[config.mk]
export PLATFORM = sky130hd
export DESIGN_NAME = sat_cnt3
export DESIGN_NICKNAME = d
export VERILOG_FILES = /design/src/rtl/eq_checker_pkg.sv /design/src/rtl/sat_cnt3.sv
export SDC_FILE = /design/constraint.sdc
export NUM_CORES = 1
export LEC_CHECK = 0
export ABC_AREA = 1
export CAP_MARGIN = 20
export CORE_AREA = 2 2 39 41
export DETAILED_ROUTE_END_ITERATION = 8
export DIE_AREA = 0 0 41 43
export PLACE_DENSITY_LB_ADDON = 0.1
export REMOVE_ABC_BUFFERS = 1
export SLEW_MARGIN = 40
export SYNTH_ARGS = -nofsm -noshare
export SYNTH_HDL_FRONTEND = slang
export SYNTH_SLANG_ARGS = --single-unit
export TNS_END_PERCENT = 30
[constraint.sdc]
create_clock -name clk -period 1.6 [get_ports clk]
set_clock_uncertainty 0.15 [all_clocks]
set_input_delay 0.4 -clock clk [delete_from_list [all_inputs] [get_ports clk]]
set_output_delay 0.4 -clock clk [all_outputs]
set_load 0.01 [all_outputs]
[src/rtl/eq_checker_pkg.sv]
// eq_checker_pkg: shared state encoding and defaults for the NAND equivalence checker
package eq_checker_pkg;
    typedef enum logic [1:0] {
        IDLE = 2'd0,
        RUN  = 2'd1,
        DONE = 2'd2
    } state_e;
    localparam int         NVEC_DEFAULT = 4;
    localparam logic [2:0] CNT_MAX      = 3'd7;
endpackage

[src/rtl/sat_cnt3.sv]
// sat_cnt3: 3-bit up counter with synchronous clear that holds at its maximum
module sat_cnt3
    import eq_checker_pkg::*;
(
    input  logic       clk,
    input  logic       reset,
    input  logic       clr,
    input  logic       inc,
    output logic [2:0] q
);
    logic [2:0] q_d, q_q;
    // clear wins over increment; increment stops at the maximum instead of wrapping
    always_comb q_d = clr ? 3'd0 : (inc && q_q != CNT_MAX) ? q_q + 3'd1 : q_q;
    // count register
    always_ff @(posedge clk) begin
        if (reset) q_q <= 3'd0;
        else       q_q <= q_d;
    end
    assign q = q_q;
endmodule

==> impl_metrics.toml <==
[synthesis]
seq_area_frac_synth_pct = 37.8
synth_edf_count = 0
ys_top_cells_by_count = "7 x nor2_1, 3 x dfxtp_1, 3 x inv_1, 3 x nand2_1, 3 x nand3_1"
yosys-top-cells-area = "dfxtp_1 38%, nor2_1 17%, ha_1 16%, nand3_1 9.4%, inv_1 7.1%"
synth_top_area_share_pct = 37.8
async_reset_ff_share_pct = 0
syn_area_um2 = 159
yosys.cell_count.top_type = "nor2_1"
synthCells = 23
synth_top_flop_cell = "dfxtp_1"
synth.largest_area_cell = "dfxtp_1"
synth_cell_types = 8
ys_ff_latch = 3
ys_warn_count = 0
synth.avg_cell_area_um2 = 6.91

[timing]
fmax_mhz = 695
rsz0062_at_grt = "no"
setup_viol = 0
finalHoldViolCount = 0
fin_crit_sh_pct = 89.9
final.setup.tns_ns = 0
slew_viol_final = 0
slew_headroom_pct = 84.4
period_needed_ns = 1.44
worst_pin_slew_ns = 0.233
setup_ws_ns = 0.162

[place]
place_congestion = 0.664
dpl_worst_slack_ns = 0.0827
port_buffers = 6
hpwl_um = 309

[power_and_ir_drop]
p_leak_nw = 0.134
ir_drop_mv = 0.270
power_density_mw_per_mm2 = 933
total_power_mw = 0.244

[finish]
final_util_pct = 18.9
largest_reg_flops = 3
drive_above_1_share_pct = 15.2
nNetsFinal = 40
antenna_cells = 0
syn2layout_area_growth_pct = 64.6

[grt]
grt_pass1_wl_um = 669
overflow = 0
grt_pass1_vias = 179
grt_usage_pct = 6.71
antenna_found_initial = 0
grt_max_degree = 5

[clock_network]
cts_made_buffers = 3
cts_root_buf = "clkbuf_4"
cts_tree = "built"
post-cts-setup-buffer-count = 0
cts_hold_repair.buffers = 0
cts_resized = 3
clockBufferDepth = 2
clkTransAtPathRegs_ns = 0.04
clk_latency_ns = 0.24
cts.sinks = 3
htree_levels = 1

[worst_setup_path]
critPathCaptureType = "output pin"
crit_arrival_ns = 0.89
crit_slowest_cell = "dfxtp_1"
path_max_fanout = 4
critical_path_required_ns = 1.05
max_stage_delay_ns = 0.37
cp_top_family = "flip-flops"
cp_num_buf_inv = 1
worstSetupPathType = "reg2out"
ff2ff_setup_slack_ns = 0.34
reg2regPathDepth = 6
rr_endpoint = "q[2]"
cp-start-kind = "register"
r2r_start = "q[0]"
path_depth = 1
path_cells = "dlygate4sd2_1"

[drt]
route.vias.total = 166
drt_iter0_drc = 3
wirelength_um = 398
wl_per_cell_um = 8.12
first_pass_iters = 2
drcViolationCount = 0
post_drt_via_cell_ratio = 3.39
drtAntennaViolNets = 0

[die]
die_width_um = 41
die_h_um = 43
start_util_pct = 11.5
core_area_mm2 = 0.00138
io_pins = 7
num_rows = 14
die-area_mm2 = 0.00176

[min_path]
min_path_cells = 2
hold_class = "reg2reg"
hold_path_end = "q[1]"
hold_start = "q[1]"

[flow_run]
drv_cap = 0

[outcome]
status = "completed"
## report_power, final
group | switching [mW] | total [mW] | internal [mW]
Combinational | 0.0131 | 0.0282 | 0.0151
Sequential | 0.00256 | 0.0809 | 0.0784
Clock | 0.0412 | 0.135 | 0.0936
## placed cells by master, fill, tap and decap left out
cell	count
dfxtp_1	3
nor2_2	1
ha_1	2
clkbuf_4	3
inv_1	3
nor2_1	7
nand2_1	3
dlygate4sd2_1	3
inv_2	1
nand3_1	3
clkbuf_1	1
clkdlybuf4s50_1	3
## worst max path at each step
stage,endpoint,slack (ns),startpoint
after floorplan,q[2],0.36,q[0]
after global placement,q[1],0.08,inc
after detailed placement,q[1],0.08,inc
after CTS,q[0],0.14,q[0]
after global routing,q[0],0.12,q[0]
final,q[0],0.16,q[0]
## final cells by class
class / instances / area, µm²
Fill cell: 163 / 1120
Multi-Input combinational cell: 16 / 83.8
Sequential cell: 3 / 60.1
Timing Repair Buffer: 6 / 56.3
Clock buffer: 4 / 26.3
Tap cell: 16 / 20.0
Inverter: 4 / 15.0
## kinds of logic (layout without fill, tap and decap cells)
family | after synthesis | count (layout) | share of synthesized area, %
and+or+nand+nor | 14 | 14 | 37.0
adders and majority gates | 2 | 2 | 15.7
buffers and inverters | 4 | 14 | 9.45
DFF | 3 | 3 | 37.8
## metrics by stage
| step | area (µm²) | instances | hold WS, ns |
|---|---|---|---|
| finish | 262 | 49 | 0.347 |
| global route | 262 | 49 | 0.384 |
| CTS | 262 | 49 | 0.354 |
| detailed placement | 239 | 45 | 0.351 |
| global placement | 239 | 45 | 0.351 |
| floorplan | 159 | 23 | 0.372 |
## metal layers
layer / GRT usage [%] / routed length, µm / vias up
met2: 8.13 / 207 / 4
met1: 6.05 / 152 / 71
met4: 14.0 / 21 / 0
li1: - / - / 89
met5: 0 / 0 / -
met3: 0.524 / 17 / 2
Power figures use the tool's default switching activity.
